<file path="config.mk">
export PLATFORM = sky130hd
export DESIGN_NAME = seq_detector_param_flat
export DESIGN_NICKNAME = d
export VERILOG_FILES = /design/src/rtl/seq_detector_param_pkg.sv /design/src/rtl/seq_detector_param_if.sv /design/src/rtl/seq_detector_param.sv /design/src/flat_wrapper.sv
export SDC_FILE = /design/constraint.sdc
export NUM_CORES = 1
export LEC_CHECK = 0
export CORE_ASPECT_RATIO = 0.9
export CORE_MARGIN = 1
export CORE_UTILIZATION = 45
export DETAILED_ROUTE_END_ITERATION = 7
export GPL_TIMING_DRIVEN = 0
export PLACE_DENSITY = 0.73
export RECOVER_POWER = 100
export REMOVE_ABC_BUFFERS = 1
export SLEW_MARGIN = 20
export SYNTH_ARGS = -nofsm -noshare
export SYNTH_HDL_FRONTEND = slang
export SYNTH_SLANG_ARGS = --single-unit
</file>
<file path="constraint.sdc">
create_clock -name clk -period 2.9 [get_ports clk]
set_input_delay 0.725 -clock clk [delete_from_list [all_inputs] [get_ports clk]]
set_output_delay 0.725 -clock clk [all_outputs]
set_load 0.005 [all_outputs]
</file>
<file path="src/rtl/seq_detector_param_pkg.sv">
// Shared types and helpers for the programmable serial pattern detector.
package seq_det_pkg;

  typedef enum logic [1:0] {
    IDLE = 2'd0,
    FILL = 2'd1,
    HUNT = 2'd2
  } state_t;

  // Lengths beyond the supported window saturate to the window size.
  function automatic int clamp_len(input int len, input int max_len);
    return (len > max_len) ? max_len : len;
  endfunction

endpackage

</file>
<file path="src/rtl/seq_detector_param_if.sv">
// Stream, configuration and status bundle for seq_detector_param.
interface seq_detector_param_if #(
  parameter int MAX_LEN = 8,
  parameter int LEN_W   = 4,
  parameter int CNT_W   = 8
);
  logic               in_valid;
  logic               in_bit;
  logic               cfg_load;
  logic [MAX_LEN-1:0] cfg_pattern;
  logic [LEN_W-1:0]   cfg_len;
  logic               cfg_overlap;
  logic               enable;
  logic               count_clr;
  logic               match;
  logic [CNT_W-1:0]   match_count;
  logic               busy;

  modport master (
    output in_valid, in_bit, cfg_load, cfg_pattern, cfg_len, cfg_overlap, enable, count_clr,
    input  match, match_count, busy
  );

  modport slave (
    input  in_valid, in_bit, cfg_load, cfg_pattern, cfg_len, cfg_overlap, enable, count_clr,
    output match, match_count, busy
  );
endinterface

</file>
<file path="src/rtl/seq_detector_param.sv">
// Runtime-programmable serial bit-pattern detector with overlap control,
// registered match pulse and saturating match counter.
module seq_detector_param
  import seq_det_pkg::*;
#(
  parameter int MAX_LEN = 8,
  parameter int LEN_W   = 4,
  parameter int CNT_W   = 8
) (
  input logic               clk,
  input logic               reset_n,
  seq_detector_param_if.slave bus
);

  logic [MAX_LEN-1:0] pat_q;
  logic [LEN_W-1:0]   len_q;
  logic               ovl_q;

  state_t             state_q, state_nxt;
  logic [MAX_LEN-1:0] hist_q, hist_nxt, hist_sh, mask;
  logic [LEN_W-1:0]   fill_q, fill_nxt, fill_sh;
  logic               match_q, match_nxt;
  logic [CNT_W-1:0]   cnt_q;
  logic               beat, win_ok, hit;

  assign beat    = bus.in_valid & bus.enable & ~bus.cfg_load;
  assign hist_sh = {hist_q[MAX_LEN-2:0], bus.in_bit};
  assign fill_sh = (fill_q == LEN_W'(MAX_LEN)) ? fill_q : fill_q + LEN_W'(1);

  always_comb begin
    mask = '0;
    for (int i = 0; i < MAX_LEN; i++) mask[i] = (i < int'(len_q));
  end

  // Compare against the window as it will look after this beat's shift.
  assign win_ok = (len_q != '0) && (fill_sh >= len_q);
  assign hit    = win_ok && (((hist_sh ^ pat_q) & mask) == '0);

  always_comb begin
    state_nxt = state_q;
    hist_nxt  = hist_q;
    fill_nxt  = fill_q;
    match_nxt = 1'b0;
    if (!bus.enable) begin
      state_nxt = IDLE;
      hist_nxt  = '0;
      fill_nxt  = '0;
    end else if (bus.cfg_load) begin
      state_nxt = FILL;
      hist_nxt  = '0;
      fill_nxt  = '0;
    end else if (beat) begin
      hist_nxt = hist_sh;
      fill_nxt = fill_sh;
      if (hit) begin
        match_nxt = 1'b1;
        if (ovl_q) begin
          state_nxt = HUNT;
        end else begin
          // Non-overlapping: the matched bits must all be replaced before the next hit.
          state_nxt = FILL;
          fill_nxt  = '0;
        end
      end else begin
        state_nxt = win_ok ? HUNT : FILL;
      end
    end else if (state_q == IDLE) begin
      state_nxt = FILL;
    end
  end

  always_ff @(posedge clk or negedge reset_n) begin
    if (!reset_n) begin
      state_q <= IDLE;
      hist_q  <= '0;
      fill_q  <= '0;
      match_q <= 1'b0;
      cnt_q   <= '0;
      pat_q   <= '0;
      len_q   <= '0;
      ovl_q   <= 1'b1;
    end else begin
      state_q <= state_nxt;
      hist_q  <= hist_nxt;
      fill_q  <= fill_nxt;
      match_q <= match_nxt;
      if (bus.cfg_load) begin
        pat_q <= bus.cfg_pattern;
        len_q <= LEN_W'(clamp_len(int'(bus.cfg_len), MAX_LEN));
        ovl_q <= bus.cfg_overlap;
      end
      if (bus.count_clr)                   cnt_q <= '0;
      else if (match_nxt && cnt_q != '1)   cnt_q <= cnt_q + CNT_W'(1);
    end
  end

  assign bus.match       = match_q;
  assign bus.match_count = cnt_q;
  assign bus.busy        = (state_q != IDLE);

endmodule
</file>
<file path="src/flat_wrapper.sv">
// flat-port wrapper written by rule: the top's interface ports become plain ports
module seq_detector_param_flat import seq_det_pkg::*;
#(
  parameter int MAX_LEN = 8,
  parameter int LEN_W   = 4,
  parameter int CNT_W   = 8
)
  (clk, reset_n, bus_in_valid, bus_in_bit, bus_cfg_load, bus_cfg_pattern, bus_cfg_len, bus_cfg_overlap, bus_enable, bus_count_clr, bus_match, bus_match_count, bus_busy);
  seq_detector_param_if #(.MAX_LEN(MAX_LEN), .LEN_W(LEN_W), .CNT_W(CNT_W)) bus_i ();
  input logic clk;
  input logic reset_n;
  input wire logic [$bits(bus_i.in_valid)-1:0] bus_in_valid;
  input wire logic [$bits(bus_i.in_bit)-1:0] bus_in_bit;
  input wire logic [$bits(bus_i.cfg_load)-1:0] bus_cfg_load;
  input wire logic [$bits(bus_i.cfg_pattern)-1:0] bus_cfg_pattern;
  input wire logic [$bits(bus_i.cfg_len)-1:0] bus_cfg_len;
  input wire logic [$bits(bus_i.cfg_overlap)-1:0] bus_cfg_overlap;
  input wire logic [$bits(bus_i.enable)-1:0] bus_enable;
  input wire logic [$bits(bus_i.count_clr)-1:0] bus_count_clr;
  output wire logic [$bits(bus_i.match)-1:0] bus_match;
  output wire logic [$bits(bus_i.match_count)-1:0] bus_match_count;
  output wire logic [$bits(bus_i.busy)-1:0] bus_busy;
  assign bus_i.in_valid = bus_in_valid;
  assign bus_i.in_bit = bus_in_bit;
  assign bus_i.cfg_load = bus_cfg_load;
  assign bus_i.cfg_pattern = bus_cfg_pattern;
  assign bus_i.cfg_len = bus_cfg_len;
  assign bus_i.cfg_overlap = bus_cfg_overlap;
  assign bus_i.enable = bus_enable;
  assign bus_i.count_clr = bus_count_clr;
  assign bus_match = bus_i.match;
  assign bus_match_count = bus_i.match_count;
  assign bus_busy = bus_i.busy;
  seq_detector_param #(.MAX_LEN(MAX_LEN), .LEN_W(LEN_W), .CNT_W(CNT_W)) u_core (.clk(clk), .reset_n(reset_n), .bus(bus_i));
endmodule
</file>
==> results of run 1 <==
[through the flow]
step,std cells,power (W),util,TNS [ns]
after detailed placement,234,0.000678,0.571,-4.89
after CTS,242,0.00106,0.599,0
after global routing,244,0.00111,0.604,-0.00590
after global placement,233,0.000667,0.566,-5.61
after floorplan,158,0.000609,-,0
final,244,0.00106,0.604,0
[routing by layer]
layer  share of wire  track usage  wire length [um]
met1            0.44        0.236              1620
met2            0.51        0.330              1890
met3           0.039       0.0516               147
met4           0.017       0.0944                63
met5               0            0                 0
[cells by family after synthesis]
group                      after synthesis  share of synthesized area
adders and majority gates                7                     0.0476
AOI/OAI and AO/OA                       33                      0.144
buffers and inverters                   14                     0.0326
DFF                                     35                      0.477
muxes                                   14                     0.0871
and+or+nand+nor                         49                      0.154
xor gates and xnor gates                12                     0.0571
[worst paths after layout]
check	start	end	slack (ns)	cells after the start
worst min-delay path	reset_n	u_core.bus.match_count[6]	0.20	1
worst max-delay path	u_core.fill_q[0]	u_core.bus.match_count[4]	0.15	12
max in group asynchronous	reset_n	u_core.hist_q[1]	0.80	2
worst max register to register	u_core.fill_q[0]	u_core.bus.match_count[4]	0.15	12
worst min register to register	u_core.state_q[0]	u_core.state_q[0]	0.53	2
min in group clk	u_core.state_q[0]	u_core.state_q[0]	0.53	2
[area by class of cell]
class,count,area (sq um),share of cell area
clock buffers,8,100,0.0435
inverters,8,30.0,0.0131
multi-input cells,115,933,0.406
flip-flops and latches,35,877,0.381
well taps,46,57.6,0.0250
repair buffers,32,302,0.131
[repair_timing]
item                                   in CTS  in global routing
setup buffers                               0                  2
hold buffers                                0                  0
endpoints found under the hold margin       0                  0
gates resized for setup                     3                  4
pin swaps                                   0                  1
setup endpoints to repair                  10                  5
[power groups by stage]
stage,combinational (W),sequential [W],clock [W]
detailed placement,0.000139,0.000539,0
global placement,0.000130,0.000538,0
finish,0.000144,0.000531,0.000381
floorplan,0.0000761,0.000533,0
CTS,0.000141,0.000530,0.000392
global route,0.000162,0.000533,0.000411
[cell usage after synthesis, drive strengths merged, types with 3 or more instances]
library cell,instances,area share
a32o,3,0.016
dfrtp,34,0.46
inv,8,0.016
a31oi,3,0.010
mux2,13,0.082
nor2b,4,0.014
xor2,6,0.029
nand2,10,0.020
nor2,11,0.022
and3,4,0.014
o21ai,6,0.016
ha,7,0.048
or2,3,0.010
a22o,7,0.033
xnor2,6,0.029
nand3,4,0.014
clkbuf,4,0.0082
[critical path, stage by stage, from the launching register on]
cell      delay (ns)
dfrtp_1         0.41
inv_2           0.09
ha_1            0.17
nand2_1         0.07
nor2_2          0.13
xnor2_2         0.14
ha_1            0.27
nand2b_1        0.16
a211o_1         0.33
a31oi_4         0.21
nor3_4          0.11
and3_1          0.22
mux2_1          0.31
[flip-flops by register name, indices dropped and copies added, names as in the netlist]
signal and cells:
u_core.len_q 4, u_core.fill_q 4, u_core.bus.match 1, u_core.bus.match_count 8, u_core.hist_q 7, u_core.ovl_q 1, u_core.state_q 2, u_core.pat_q 8
==> results.env, run 1 <==
RUN_STATUS='finished, violations left'
VIOLATIONS_IN_THE_FINAL_REPORTS='capacitance limit, slew limit'
SHARE_OF_SYNTHESIZED_REGISTERS_CARRYING_AN_ASYNC_SET_OR_RESET=1.00
COUNT_OF_STATE_ELEMENTS_AFTER_SYNTHESIS=35
ROUTED_WIRE_LENGTH_PER_INSTANCE_UM=15.3
WORST_SETUP_EP_TYPE='flop'
MOST-COMMON-LAYOUT-CELLS='34 x dfrtp_1, 17 x clkdlybuf4s50_1, 11 x mux2_2'
GP_CONGESTION=0.824
GRT_MAX_DEGREE=35
YOSYSWARNINGCOUNT=0
GRTUSAGETOTAL=0.197
TIMING.FINAL.HOLD_VIOLATIONS=0
POWER.SHARE.SWITCHING=0.240
POST-ROUTE-PERIOD-UTIL=0.949
SEQ_POWER_SHARE=0.502
GRT_PASS1_VIAS=1443
CTS-BUFFERS-INSERTED=5
POWER.SHARE.CLOCK=0.361
FINALMAXSLEWVIOLATIONS=35
AREA_GROWTH_SYN_TO_LAYOUT_PCT=25.0
TIMING.CLOCK.SKEW_NS=0.00553
CTS_SINKS=35
MOSTFREQUENTLAYOUTCELL='dfrtp_1'
TOP_LEVEL_PORTS=30
FINALWORSTPATHREQUIREDPERIOD_NS=2.75
CORE-AREA_SQ_MM=0.00381
DETAILEDROUTE.FIRSTITERATIONVIOLATIONS=86
GRT_FIRST_PASS_WIRELENGTH_UM=6650
POWER_PER_CELL_AREA_mW_PER_MM2=459
WORST_HOLD_SLACK_NS=0.203
CRIT_PATH_MAX_FANOUT=8
WORST-SETUP-PATH-TYPE='flop to flop'
FINAL_CELL_AREA_SQ_MM=0.00230
VIAS=1367
WORST_SLACK_NS=0.148
IRDROPWORSTVDD_mV=0.311
GLOBALROUTEOVERFLOWTOTAL=0
INITIAL_ANTENNA_VIOLATION_COUNT=0
DIE_W_UM=69.4
CLK_LATENCY_NS=0.29
POWER.INTERNAL_W=0.000802
CLOCK_ROOT_CELL='clkbuf_8'
BUFFER_PORTS.INSERTED=29
FLOORPLAN.INITIALDENSITY=0.483
PLACED_AREA_SQ_MM=0.00218
CP-START-KIND='flop'
DRV.MAX_CAP_VIOLATION_COUNT=1
SEQ_AREA_FRAC_SYNTH=0.477
FMAXACHIEVABLE_MHz=363
CTS_TREE='built'
REPORT.FINAL.SETUP_VIOL=0
REQUIRED_NS=3.07
CTS-HTREE-LEVELS=2
LAYOUT.NETS=224
DRT_PRE_ANTENNA_ITERS=4
SYNTHESIS.AREA_PER_INSTANCE_SQ_UM=11.2
NETLIST_AREA_PRE_PLACE_SQ_MM=0.00184
CLK_PIN_SLEW_WORST_PATHS_NS=0.07
P_SW_W=0.000254
ANT_NETS=0
CRIT_ARRIVAL_NS=2.92
CTS_MAX_PATH_BUFFERS=2
FP.DIEH_UM=62.7
FINAL_LAYOUT_SIZE_SUFFIX_GT1_FRAC=0.197
SYNTH-EDFF-COUNT=0
FLOORPLAN.ROWS=21
DRT-TOTAL-WL_UM=3720
SYNTH_CELLS=164
PRECTSSETUPSLACK_NS=-0.683
TIMING.SLEW.HEADROOM=-0.214
DETAIL_ROUTE.DRC_VIOLATIONS=0
DIE_AREA_SQ_MM=0.00435
SYNTH.LIB_CELLS_USED.DISTINCT=48
PWR-SHARE-COMB=0.137
FINAL.FILL_COUNT=315
ANTENNADIODECOUNT=0
DETAILEDPLACEMENTHPWL_UM=2700
WORST_HOLD_PATH_TYPE='primary input to async pin'
STATIC-LEAKAGE-POWER_nW=1.04
SYNTH_FF_TYPE='dfrtp_1'
DETAIL_ROUTED_VIA_COUNT_PER_CELL=5.60
MAX_SLEW.WORST_PIN.SLEW_NS=1.82
No activity file was read; power rests on OpenSTA's default activity.
==> run 2, diff against run 1 <==
--- a/config.mk
+++ b/config.mk
@@ -7,12 +7,13 @@
 export LEC_CHECK = 0
 export CORE_ASPECT_RATIO = 0.9
 export CORE_MARGIN = 1
-export CORE_UTILIZATION = 45
+export CORE_UTILIZATION = 35
 export DETAILED_ROUTE_END_ITERATION = 7
 export GPL_TIMING_DRIVEN = 0
-export PLACE_DENSITY = 0.73
+export PLACE_DENSITY = 0.59
 export RECOVER_POWER = 100
 export REMOVE_ABC_BUFFERS = 1
+export SKIP_CTS_REPAIR_TIMING = 1
 export SLEW_MARGIN = 20
 export SYNTH_ARGS = -nofsm -noshare
 export SYNTH_HDL_FRONTEND = slang
==> run 2 against run 1 <==
  * The flow now finishes without violations
  * Total power fell by 0.80%
  * Sequential cell count unchanged
  * Global-route usage down 4.7 points
  * Clock power about the same
  * Via count fell by 1.8%
  * Worst hold slack improved by 0.31 ns
  * Sequential share of layout area fell by 0.23 points
  * First-iteration DRC count down 71%
  * Non-clock buffer count increased by 1
==> results.env, run 2 (same netlist as run 1, synthesis figures left out) <==
GRT_PASS1_VIAS=1500  # +4.0%
TIMING.CRITICAL_PATH.MODE_CELL='ha_1'
BUFFER_PORTS.INSERTED=29  # unchanged
CORE-AREA_SQ_MM=0.00495  # +30%
INITIAL_ANTENNA_VIOLATION_COUNT=0  # unchanged
FLOORPLAN.INITIALDENSITY=0.371  # -0.112
POST_LAYOUT_NONFILLER_INSTANCES=264  # +8.2%
WORST_HOLD_SLACK_NS=0.518  # +0.315 ns
RUN_STATUS='finished clean'
MOSTFREQUENTLAYOUTCELL='dfrtp_1'
CP-START-KIND='flop'
CTS-HTREE-LEVELS=2  # unchanged
FINALMAXSLEWVIOLATIONS=0  # -100%
TIMING.CLOCK.SKEW_NS=0.00855  # +0.00302 ns
FINAL_LAYOUT_SIZE_SUFFIX_GT1_FRAC=0.186  # -0.0110
SEQ_POWER_SHARE=0.506  # +0.004
REQUIRED_NS=3.06  # about the same
IRDROPWORSTVDD_mV=0.233  # -25%
LAYOUT.NETS=225  # +0.45%
DETAIL_ROUTED_VIA_COUNT_PER_CELL=5.08  # -9.3%
CLK_PIN_SLEW_WORST_PATHS_NS=0.07  # about the same
CRITPATHSLOWESTCELL='dfrtp_1'
VIAS=1342  # -1.8%
FINAL.FILL_COUNT=490  # +56%
FP.DIEH_UM=70.8  # +13%
CTS-BUFFERS-INSERTED=5  # unchanged
FLOORPLAN.ROWS=24  # +14%
WORST-SETUP-PATH-TYPE='flop to flop'
DRT_PRE_ANTENNA_ITERS=4  # unchanged
GP_CONGESTION=0.789  # -4.3%
DRV.MAX_CAP_VIOLATION_COUNT=0  # -1
REPORT.FINAL.SETUP_VIOL=0  # unchanged
FINALWORSTPATHREQUIREDPERIOD_NS=2.73  # -0.0244 ns
GLOBALROUTEOVERFLOWTOTAL=0  # unchanged
PATH_DELAY_FAMILY='simple AND/OR/NAND/NOR gates'
TIMING.SLEW.HEADROOM=0.304  # +0.518
POWER.SHARE.CLOCK=0.360  # about the same
PWR-SHARE-COMB=0.133  # -0.004
DIE_AREA_SQ_MM=0.00555  # +28%
CRIT_PATH_MAX_FANOUT=8  # unchanged
DETAILEDPLACEMENTHPWL_UM=2790  # +3.6%
P_SW_W=0.000248  # -2.3%
PLACED_CELL_COUNT=254  # +8.5%
CRIT_ARRIVAL_NS=2.89  # -0.03 ns
FMAXACHIEVABLE_MHz=367  # +0.90%
CLK_LATENCY_NS=0.28  # about the same
MAX_SLEW.WORST_PIN.SLEW_NS=1.04  # -0.777 ns
CTS_MAX_PATH_BUFFERS=2  # unchanged
ROUTED_WIRE_LENGTH_PER_INSTANCE_UM=13.8  # -9.5%
POWER.SHARE.SWITCHING=0.237  # -0.00367
AREA_GROWTH_SYN_TO_LAYOUT_PCT=25.8
CTS_SINKS=35  # unchanged
TIMING.FINAL.HOLD_VIOLATIONS=0  # unchanged
ANTENNADIODECOUNT=0  # unchanged
MULTI_INPUT_AREA_SQ_UM=921  # -1.3%
POWER_PER_CELL_AREA_mW_PER_MM2=453  # -1.4%
DETAILEDROUTE.FIRSTITERATIONVIOLATIONS=25  # -71%
PATH_BUF_INV=1  # unchanged
CLOCK_ROOT_CELL='clkbuf_8'
GRT_MAX_DEGREE=20  # -43%
REG2REG_SLACK_NS=0.17  # +0.02 ns
MOST-COMMON-LAYOUT-CELLS='34 x dfrtp_1, 17 x clkdlybuf4s50_1, 11 x mux2_2'
GRT_FIRST_PASS_WIRELENGTH_UM=6460  # -2.9%
DIE_W_UM=78.4  # +13%
ANT_NETS=0  # unchanged
GRTUSAGETOTAL=0.150  # -0.0468
POWER.INTERNAL_W=0.000800  # -0.32%
WORST_SETUP_EP_TYPE='flop'
DRT-TOTAL-WL_UM=3640  # -2.1%
POST-ROUTE-PERIOD-UTIL=0.941  # -0.00843
SEQ_AREA_SQ_UM=877  # unchanged
DETAIL_ROUTE.DRC_VIOLATIONS=0  # unchanged
PATH_CELLS='inv_1 -> ha_1 -> nand2_1 -> nor2_2 -> xnor2_1 -> ha_1 -> nand2b_1 -> a211o_1 -> a31oi_4 -> nor3_4 -> and3_1 -> mux2_1'
GRT_SETUP_UNREPAIRED='no'
CTS_TREE='built'
TOP_LEVEL_PORTS=30  # unchanged
WORST_HOLD_PATH_TYPE='primary input to async pin'
STATIC-LEAKAGE-POWER_nW=1.04  # -0.52%
TIMING.CRITICAL_PATH.SLOWEST_CELL_DELAY_NS=0.40  # about the same
run 2: worst paths after layout:
path                              startpoint                   endpoint  cells after the start
min in group clk           u_core.state_q[0]          u_core.state_q[0]                      2
hold reg to reg            u_core.state_q[0]          u_core.state_q[0]                      2
setup / recovery            u_core.fill_q[0]  u_core.bus.match_count[4]                     12
setup reg to reg            u_core.fill_q[0]  u_core.bus.match_count[4]                     12
max in group asynchronous            reset_n            u_core.pat_q[1]                      2
hold / removal                       reset_n  u_core.bus.match_count[7]                      1
run 2: power groups by stage:
stage          Combinational [W]  Clock (W)  Sequential (W)
2_1_floorplan          0.0000761          0        0.000533
3_3_place_gp            0.000132          0        0.000538
3_5_place_dp            0.000139          0        0.000539
4_1_cts                 0.000140   0.000393        0.000530
5_1_grt                 0.000157   0.000415        0.000533
6_report                0.000140   0.000378        0.000530
run 2: per-layer routing:
metal,routed length (um),share of wire,track usage
met5,0,0,0
met1,1670,0.46,0.179
met2,1820,0.50,0.257
met3,101,0.028,0.0348
met4,58,0.016,0.0700
run 2: per-stage QoR:
stage | area, sq um | setup TNS (ns) | total power [W] | setup WS (ns) | utilization
after floorplan | 1810 | 0 | 0.000609 | 0.223 | -
after global routing | 2310 | 0 | 0.00110 | 0.0157 | 0.467
final | 2310 | 0 | 0.00105 | 0.172 | 0.467
after global placement | 2180 | -7.41 | 0.000670 | -0.616 | 0.440
after detailed placement | 2220 | -5.15 | 0.000679 | -0.712 | 0.447
after CTS | 2320 | -1.98 | 0.00106 | -0.408 | 0.467
run 2: layout make-up:
class | count | area share
inverters | 8 | 0.0130
clock buffers | 8 | 0.0433
flip-flops and latches | 35 | 0.379
well taps | 65 | 0.0352
multi-input cells | 115 | 0.398
repair buffers | 33 | 0.131
==> run 3, diff against run 2 <==
--- a/config.mk
+++ b/config.mk
@@ -7,10 +7,10 @@
 export LEC_CHECK = 0
 export CORE_ASPECT_RATIO = 0.9
 export CORE_MARGIN = 1
-export CORE_UTILIZATION = 35
+export CORE_UTILIZATION = 48
 export DETAILED_ROUTE_END_ITERATION = 7
 export GPL_TIMING_DRIVEN = 0
-export PLACE_DENSITY = 0.59
+export PLACE_DENSITY = 0.77
 export RECOVER_POWER = 100
 export REMOVE_ABC_BUFFERS = 1
 export SKIP_CTS_REPAIR_TIMING = 1
==> run 3 against run 2 <==
  * Core utilization increased by 18 points
  * Clock skew decreased by 0.0017 ns
  * Worst hold slack got worse by 0.039 ns
  * Cell count decreased by 8.0%
  * Critical path type unchanged
==> results.env, run 3 (same netlist as run 1, synthesis figures left out) <==
DETAIL_ROUTED_VIA_COUNT_PER_CELL=5.63  # +11%
WORST_SETUP_EP_TYPE='flop'
FLOORPLAN.ROWS=20  # -17%
REQUIRED_NS=3.07  # about the same
AREA_GROWTH_SYN_TO_LAYOUT_PCT=23.3
INITIAL_ANTENNA_VIOLATION_COUNT=0  # unchanged
WORST_HOLD_SLACK_NS=0.480  # -0.0387 ns
IRDROPWORSTVDD_mV=0.251  # +7.8%
ANT_NETS=0  # unchanged
PATH_BUF_INV=1  # unchanged
DETAILEDPLACEMENTHPWL_UM=2630  # -5.8%
FINALMAXSLEWVIOLATIONS=0  # unchanged
STATIC-LEAKAGE-POWER_nW=1.02  # -1.5%
RUN_STATUS='finished clean'
GP_CONGESTION=0.815  # +3.3%
WORST_HOLD_PATH_TYPE='primary input to async pin'
CORE-AREA_SQ_MM=0.00353  # -29%
PATH_DELAY_FAMILY='compound AO/OA/AOI/OAI gates'
FINAL_LAYOUT_SIZE_SUFFIX_GT1_FRAC=0.176  # -0.0101
DETAIL_ROUTE.DRC_VIOLATIONS=0  # unchanged
M1WIRELENGTH_UM=1740  # +4.5%
DR_WL_MET2_UM=1660  # -8.8%
ROUTED_WIRE_LENGTH_PER_INSTANCE_UM=14.8  # +7.5%
FP.DIEH_UM=60.7  # -14%
CTS-BUFFERS-INSERTED=5  # unchanged
BUFFER_PORTS.INSERTED=29  # unchanged
TIMING.CRITICAL_PATH.SLOWEST_CELL_DELAY_NS=0.41  # about the same
TIMING.FINAL.HOLD_VIOLATIONS=0  # unchanged
MOST-COMMON-LAYOUT-CELLS='34 x dfrtp_1, 16 x clkdlybuf4s50_1, 11 x mux2_2, 11 x nor2_1, 11 x dlygate4sd3_1'
CRITPATHSLOWESTCELL='dfrtp_1'
PATH_CELLS='inv_1 -> ha_1 -> nand2_1 -> nor2_1 -> xnor2_1 -> ha_1 -> nand2b_1 -> a211o_1 -> a31oi_4 -> nor3_4 -> and3_4 -> mux2_1'
DRV.MAX_CAP_VIOLATION_COUNT=0  # unchanged
GRT_MAX_DEGREE=22  # +10%
MAX_SLEW.WORST_PIN.SLEW_NS=1.12  # +0.0730 ns
CP-START-KIND='flop'
CLOCK_ROOT_CELL='clkbuf_8'
DRT_PRE_ANTENNA_ITERS=4  # unchanged
VIAS=1369  # +2.0%
GLOBALROUTEOVERFLOWTOTAL=0  # unchanged
CTS_SINKS=35  # unchanged
LAYOUT.NETS=225  # unchanged
WORST-SETUP-PATH-TYPE='flop to flop'
MOSTFREQUENTLAYOUTCELL='dfrtp_1'
GRT_FIRST_PASS_WIRELENGTH_UM=5850  # -9.4%
CRIT_ARRIVAL_NS=2.91  # +0.02 ns
FINAL.FILL_COUNT=275  # -44%
LENGTH_OF_ROUTED_MET3_WIRING_UM=165  # +63%
TIMING.SLEW.HEADROOM=0.255  # -0.0487
MAXUSEDROUTINGLAYER='met4'
FMAXACHIEVABLE_MHz=364  # -0.63%
ANTENNADIODECOUNT=0  # unchanged
FLOORPLAN.INITIALDENSITY=0.521  # +0.150
DIE_AREA_SQ_MM=0.00408  # -26%
GRT_PASS1_VIAS=1338  # -11%
POST_LAYOUT_NONFILLER_INSTANCES=243  # -8.0%
CTS-HTREE-LEVELS=2  # unchanged
REPORT.FINAL.SETUP_VIOL=0  # unchanged
TIMING.CLOCK.SKEW_NS=0.00687  # -0.00168 ns
CTS_TREE='built'
CTS_MAX_PATH_BUFFERS=2  # unchanged
PLACED_CELL_COUNT=233  # -8.3%
DETAILEDROUTE.FIRSTITERATIONVIOLATIONS=48  # +92%
GRTUSAGETOTAL=0.202  # +0.0513
CLK_PIN_SLEW_WORST_PATHS_NS=0.07  # about the same
CRIT_PATH_MAX_FANOUT=6  # -2
DRT-TOTAL-WL_UM=3610  # -1.1%
DIE_W_UM=67.3  # -14%
POWER_PER_CELL_AREA_mW_PER_MM2=444  # -1.9%
FINALWORSTPATHREQUIREDPERIOD_NS=2.75  # +0.0172 ns
TOP_LEVEL_PORTS=30  # unchanged
POST-ROUTE-PERIOD-UTIL=0.947  # +0.00594
CLK_LATENCY_NS=0.28  # about the same
TIMING.CRITICAL_PATH.MODE_CELL='ha_1'
==> run 3: worst paths after layout <==
| path | to | cells after the start | from | slack [ns] |
|---|---|---|---|---|
| setup / recovery | u_core.bus.match_count[4] | 12 | u_core.fill_q[0] | 0.15 |
| hold / removal | u_core.hist_q[3] | 1 | reset_n | 0.48 |
| setup reg to reg | u_core.bus.match_count[4] | 12 | u_core.fill_q[0] | 0.15 |
| hold reg to reg | u_core.pat_q[1] | 1 | u_core.pat_q[1] | 0.53 |
| max in group asynchronous | u_core.bus.match_count[1] | 2 | reset_n | 0.94 |
| min in group clk | u_core.pat_q[1] | 1 | u_core.pat_q[1] | 0.53 |
==> run 3: where the power goes <==
part	total, W	internal [W]	switching (W)
Combinational	0.000142	0.0000740	0.0000678
Sequential	0.000530	0.000510	0.0000203
Clock	0.000336	0.000168	0.000167
Total	0.00101	0.000752	0.000255
==> run 3: cell type report <==
type,instances,area (sq um),area share
Tap cell,44,55.1,0.0243
Inverter,8,30.0,0.0132
Clock inverter,1,5.00,0.00221
Sequential cell,35,877,0.387
Multi-Input combinational cell,115,923,0.407
Clock buffer,7,76.3,0.0337
Timing Repair Buffer,33,300,0.132
==> run 3: worst register-to-register path, cell delays in order, from the launching register on <==
cell      delay, ns
dfrtp_1        0.41
inv_1          0.09
ha_1           0.22
nand2_1        0.07
nor2_1         0.05
xnor2_1        0.20
ha_1           0.25
nand2b_1       0.15
a211o_1        0.33
a31oi_4        0.24
nor3_4         0.09
and3_4         0.21
mux2_1         0.32
==> run 3: metrics by stage <==
step | instance area, sq um | setup WS, ns | TNS (ns) | util | power [W]
floorplan | 1810 | 0.223 | 0 | - | 0.000609
global placement | 2150 | -0.588 | -6.77 | 0.611 | 0.000667
detailed placement | 2190 | -0.735 | -5.01 | 0.621 | 0.000679
CTS | 2270 | -0.412 | -1.76 | 0.644 | 0.00101
global route | 2270 | -0.00167 | -0.00167 | 0.643 | 0.00105
finish | 2270 | 0.155 | 0 | 0.643 | 0.00101
==> run 3: metal layers <==
| metal | global-route usage | up-vias |
|---|---|---|
| met5 | 0 | - |
| met4 | 0.100 | 0 |
| met3 | 0.0489 | 5 |
| met2 | 0.319 | 36 |
| met1 | 0.261 | 670 |
| li1 | - | 658 |
==> RTL change 1, RTL diff (flow settings as in run 2) <==
`LEN_W` is set to 4 in 3 places; all go to 8.
--- a/src/rtl/seq_detector_param_if.sv
+++ b/src/rtl/seq_detector_param_if.sv
@@ -2,5 +2,5 @@
 interface seq_detector_param_if #(
   parameter int MAX_LEN = 8,
-  parameter int LEN_W   = 4,
+  parameter int LEN_W   = 8,
   parameter int CNT_W   = 8
 );
--- a/src/rtl/seq_detector_param.sv
+++ b/src/rtl/seq_detector_param.sv
@@ -5,5 +5,5 @@
 #(
   parameter int MAX_LEN = 8,
-  parameter int LEN_W   = 4,
+  parameter int LEN_W   = 8,
   parameter int CNT_W   = 8
 ) (
--- a/src/flat_wrapper.sv
+++ b/src/flat_wrapper.sv
@@ -3,5 +3,5 @@
 #(
   parameter int MAX_LEN = 8,
-  parameter int LEN_W   = 4,
+  parameter int LEN_W   = 8,
   parameter int CNT_W   = 8
 )
Interface: changed (resized bus_cfg_len); port bits go from 30 to 34. No check against the original RTL was run, so the function may have changed too.
==> RTL change 1 against run 2 <==
The flow now finishes with violations (setup timing). Final area up 37%. Routed wire length rose by 52%. Clock power up 11%. Synthesized cell count grew 51%. Sequential cell count is 8 higher. First-iteration DRC count grew to 3.6 times the old value. Final cell count rose by 44%. Setup slack got worse by 0.23 ns. Utilization increased by 1.3 points. Synthesized area grew 31%. Total power up 13%. Critical endpoint is now u_core.bus.match_count[3].
==> RTL change 1: results (changes against run 2) <==
Run status
  • Outcome: complete, but fails checks
  • Failing checks: setup timing

Worst setup path
  • Max incr delay on CP: 0.55 ns (+0.15 ns)
  • CP max stage cell: or4_4
  • Arr. time, crit path: 3.18 ns (+0.29 ns)

Pwr
  • Sw Ratio: 0.254 (+0.0173)
  • Peak supply drop: 0.000227 V (-2.6%)

Detailed routing
  • Vias per cell: 5.06 (-0.55%)

STA
  • Final hold slack: 0.530 ns (+0.0121 ns)
  • TNS Setup: -0.0889 ns (-0.0889 ns)
  • Skew final: 0.00798 ns (-0.000576 ns)
  • Setup ws final: -0.0549 ns (-0.227 ns)
  • Worst slew margin: 0.112 (-0.192)
  • Final setup viols: 2 (+2)

Global routing
  • GR Util All Layers: 0.157 (+0.00643)
  • Largest net degree at the start of global routing: 26 (+30%)

Place
  • Port buffer count: 33 (+14%)
  • Dpl cells: 360 (+42%)
  • Gpl congestion: 0.756 (-4.2%)
  • Pre-CTS setup slack: -1.00 ns (-0.292 ns)

Synth
  • Synth unique cells: 43 (-10%)
  • Cell count after synthesis: 248 (+51%)
  • Area contributors post-synth: dfrtp_1, ha_1, mux2_2, xnor2_1, nor2_1
  • Synth top cells by count: dfrtp_1, nor2_1, nand2_1

Cells and area
  • Final nets: 324 (+44%)

Clocking
  • Clk_lat worst skew: 0.30 ns (+0.02 ns)

Worst hold path
  • HP Class: reg -> reg
## RTL change 1: cell type report
| cell class | instances | area [um2] |
|---|---|---|
| timing repair buffer | 45 | 399 |
| clock buffer | 6 | 82.6 |
| fill | 629 | 3450 |
| sequential | 43 | 1080 |
| tap | 90 | 113 |
| clock inverter | 2 | 16.3 |
| multi-input combinational | 182 | 1440 |
| inverter | 12 | 45.0 |
## RTL change 1: how the worst max path moves through the flow
| stage | slack [ns] | end | cells after the start | startpoint |
|---|---|---|---|---|
| floorplan | -0.18 | u_core.bus.match_count[5] | 11 | u_core.fill_q[0] |
| global placement | -0.93 | u_core.bus.match_count[7] | 6 | bus_cfg_load |
| detailed placement | -1.00 | u_core.bus.match_count[7] | 6 | bus_cfg_load |
| CTS | -0.67 | u_core.bus.match_count[7] | 6 | bus_cfg_load |
| global route | -0.21 | u_core.bus.match_count[3] | 13 | u_core.fill_q[0] |
| finish | -0.05 | u_core.bus.match_count[3] | 13 | u_core.fill_q[0] |
## RTL change 1: routing by layer
layer | GRT usage | vias up | share of wire
met2 | 0.239 | 28 | 0.47
li1 | - | 955 | -
met5 | 0 | - | 0
met1 | 0.227 | 931 | 0.50
met3 | 0.0305 | 7 | 0.026
met4 | 0.0429 | 0 | 0.0092
## RTL change 1: worst min-delay path, cell delays in order (launching register included)
cell and delay (ns):
dfrtp_1 0.37, nor2_1 0.05, nor2_1 0.07
## RTL change 1: cells by family after synthesis
family | count (synthesis) | share of synthesized area
fa+ha+maj | 11 | 0.0571
xor+xnor | 15 | 0.0576
mux | 21 | 0.0939
flops | 43 | 0.447
buf+inv | 24 | 0.0384
compound gates | 47 | 0.127
simple gates | 87 | 0.180
## RTL change 1: power groups by stage
stage               clock network, mW  registers, mW  logic (mW)
floorplan                           0          0.637      0.0574
global placement                    0          0.640       0.124
detailed placement                  0          0.640       0.128
CTS                             0.429          0.628       0.129
global route                    0.446          0.631       0.152
finish                          0.419          0.628       0.136
==> RTL change 2, RTL diff (flow settings as in run 2) <==
Without the edit above. Re-encode `state_t` (3 states) as one-hot, 3 bits wide.
--- a/src/rtl/seq_detector_param_pkg.sv
+++ b/src/rtl/seq_detector_param_pkg.sv
@@ -2,8 +2,8 @@
 package seq_det_pkg;
 
-  typedef enum logic [1:0] {
-    IDLE = 2'd0,
-    FILL = 2'd1,
-    HUNT = 2'd2
+  typedef enum logic [2:0] {
+    IDLE = 3'b001,
+    FILL = 3'b010,
+    HUNT = 3'b100
   } state_t;
 
Check against the original RTL: no difference found for any inputs over 10 cycles, from zero or initial values and one cycle with reset_n low; not proved beyond that.
==> RTL change 2 against run 2 <==
Highest routed layer unchanged. Sequential cell count up 1. Total power up 0.95%. Utilization is 0.61 points lower. Combinational power down 7%. Final area shrank 1.3%. Setup slack improved by 0.18 ns. Sequential share of layout area is 1.6 points higher. Largest power group unchanged. Synthesized area rose by 0.61%. Clock skew barely moved. Routed wire length fell by 0.71%. Synthesized cell count increased by 4.9%.
==> RTL change 2: results (changes against run 2) <==
Place
  • HPWL Detailed: 2.78 mm (-0.68%)
  • Gpl congestion: 0.741 (-6.0%)

STA
  • Slew @ Worst Pin: 1.30 ns (+0.254 ns)
  • Skew final: 0.00816 ns (-0.000388 ns)

Worst setup path
  • Arr. time, crit path: 2.71 ns (-0.18 ns)
  • R2R setup slack: 0.35 ns (+0.18 ns)
  • Crit path max fanout: 10 (+2)
  • FF-to-FF End: u_core.bus.match_count[1]

Detailed routing
  • M1 wire length: 1.82 mm (+9.2%)
  • DR vias: 1349 (+0.52%)
  • Pre-antenna DRT Iters: 4 (unchanged)
  • Initial DRC Count: 58 (+130%)
  • Routed wire length: 3.62 mm (-0.71%)
  • Met3 Wirelength: 119 um (+18%)
  • Met2 wire length: 1.65 mm (-9.4%)

Pwr
  • LEAKAGE: 1.02 nW (-1.6%)
  • Peak supply drop: 0.000284 V (+22%)

Cells and area
  • Final nets: 231 (+2.7%)
  • Share of post-route cells with drive strength above 1: 0.147 (-0.0389)
  • Fillers: 475 (-3.1%)

Synth
  • Synth unique cells: 45 (-6.3%)
  • Synth top cells by count: dfrtp_1, nand2_1, xor2_1
  • Area contributors post-synth: dfrtp_1, mux2_2, ha_1, xor2_1, a22o_1
  • Sequential area share after synthesis: 0.488 (+0.0113)
  • Top_reg_cell synth: dfrtp_1

Worst hold path
  • HP Class: reg -> reg

Global routing
  • Global-route wire length before repair: 6.24 mm (-3.4%)
  • Vias in the first global route: 1342 (-11%)
  • Largest net degree at the start of global routing: 21 (+5.0%)
  • GR Util All Layers: 0.145 (-0.00523)

Run status
  • Outcome: finished clean
-- RTL change 2: cell families after synthesis --
family	count (synthesis)	share of synthesized area
AO/OA/AOI/OAI	37	0.147
buffers and inverters	14	0.0325
adder cells (fa/ha/maj)	7	0.0473
flip-flops	36	0.488
XOR/XNOR	12	0.0568
multiplexers	11	0.0656
AND/OR/NAND/NOR	55	0.162
-- RTL change 2: through the flow --
step                setup WS (ns)  area [um2]  hold slack, ns  cells  utilization
global route                0.170        2280           0.511    269        0.461
CTS                       -0.0697        2320           0.382    269        0.468
finish                      0.353        2280           0.489    269        0.461
floorplan                   0.610        1820           0.429    167            -
detailed placement         -0.357        2220           0.473    262        0.449
global placement           -0.282        2200           0.458    261        0.443
-- RTL change 2: area by class of cell --
cell class	instances	area (um2)	share of cell area
tap	65	81.3	0.0356
timing repair buffer	30	282	0.123
multi-input combinational	122	887	0.388
inverter	9	33.8	0.0148
clock buffer	7	96.3	0.0422
sequential	36	903	0.396
-- RTL change 2: worst max-delay path: stages, from the launching register on --
cell	delay (ns)
dfrtp_1	0.40
inv_1	0.09
ha_1	0.20
nand2_1	0.10
nor2_1	0.06
xnor2_1	0.22
ha_1	0.27
nand2b_1	0.14
a211o_1	0.30
a31o_2	0.28
nand3_4	0.12
mux2i_1	0.19
nor2_1	0.05
-- RTL change 2: routing by layer --
metal,up-vias,global-route usage
met4,0,0.0473
met1,640,0.200
met5,-,0
met2,23,0.218
met3,4,0.0426
li1,682,-
-- RTL change 2: power by group --
part	internal (mW)	switching (mW)	leakage (nW)	total, mW
clock network	0.212	0.170	0.0503	0.382
logic	0.0666	0.0633	0.500	0.130
registers	0.525	0.0207	0.470	0.546
total	0.803	0.254	1.02	1.06
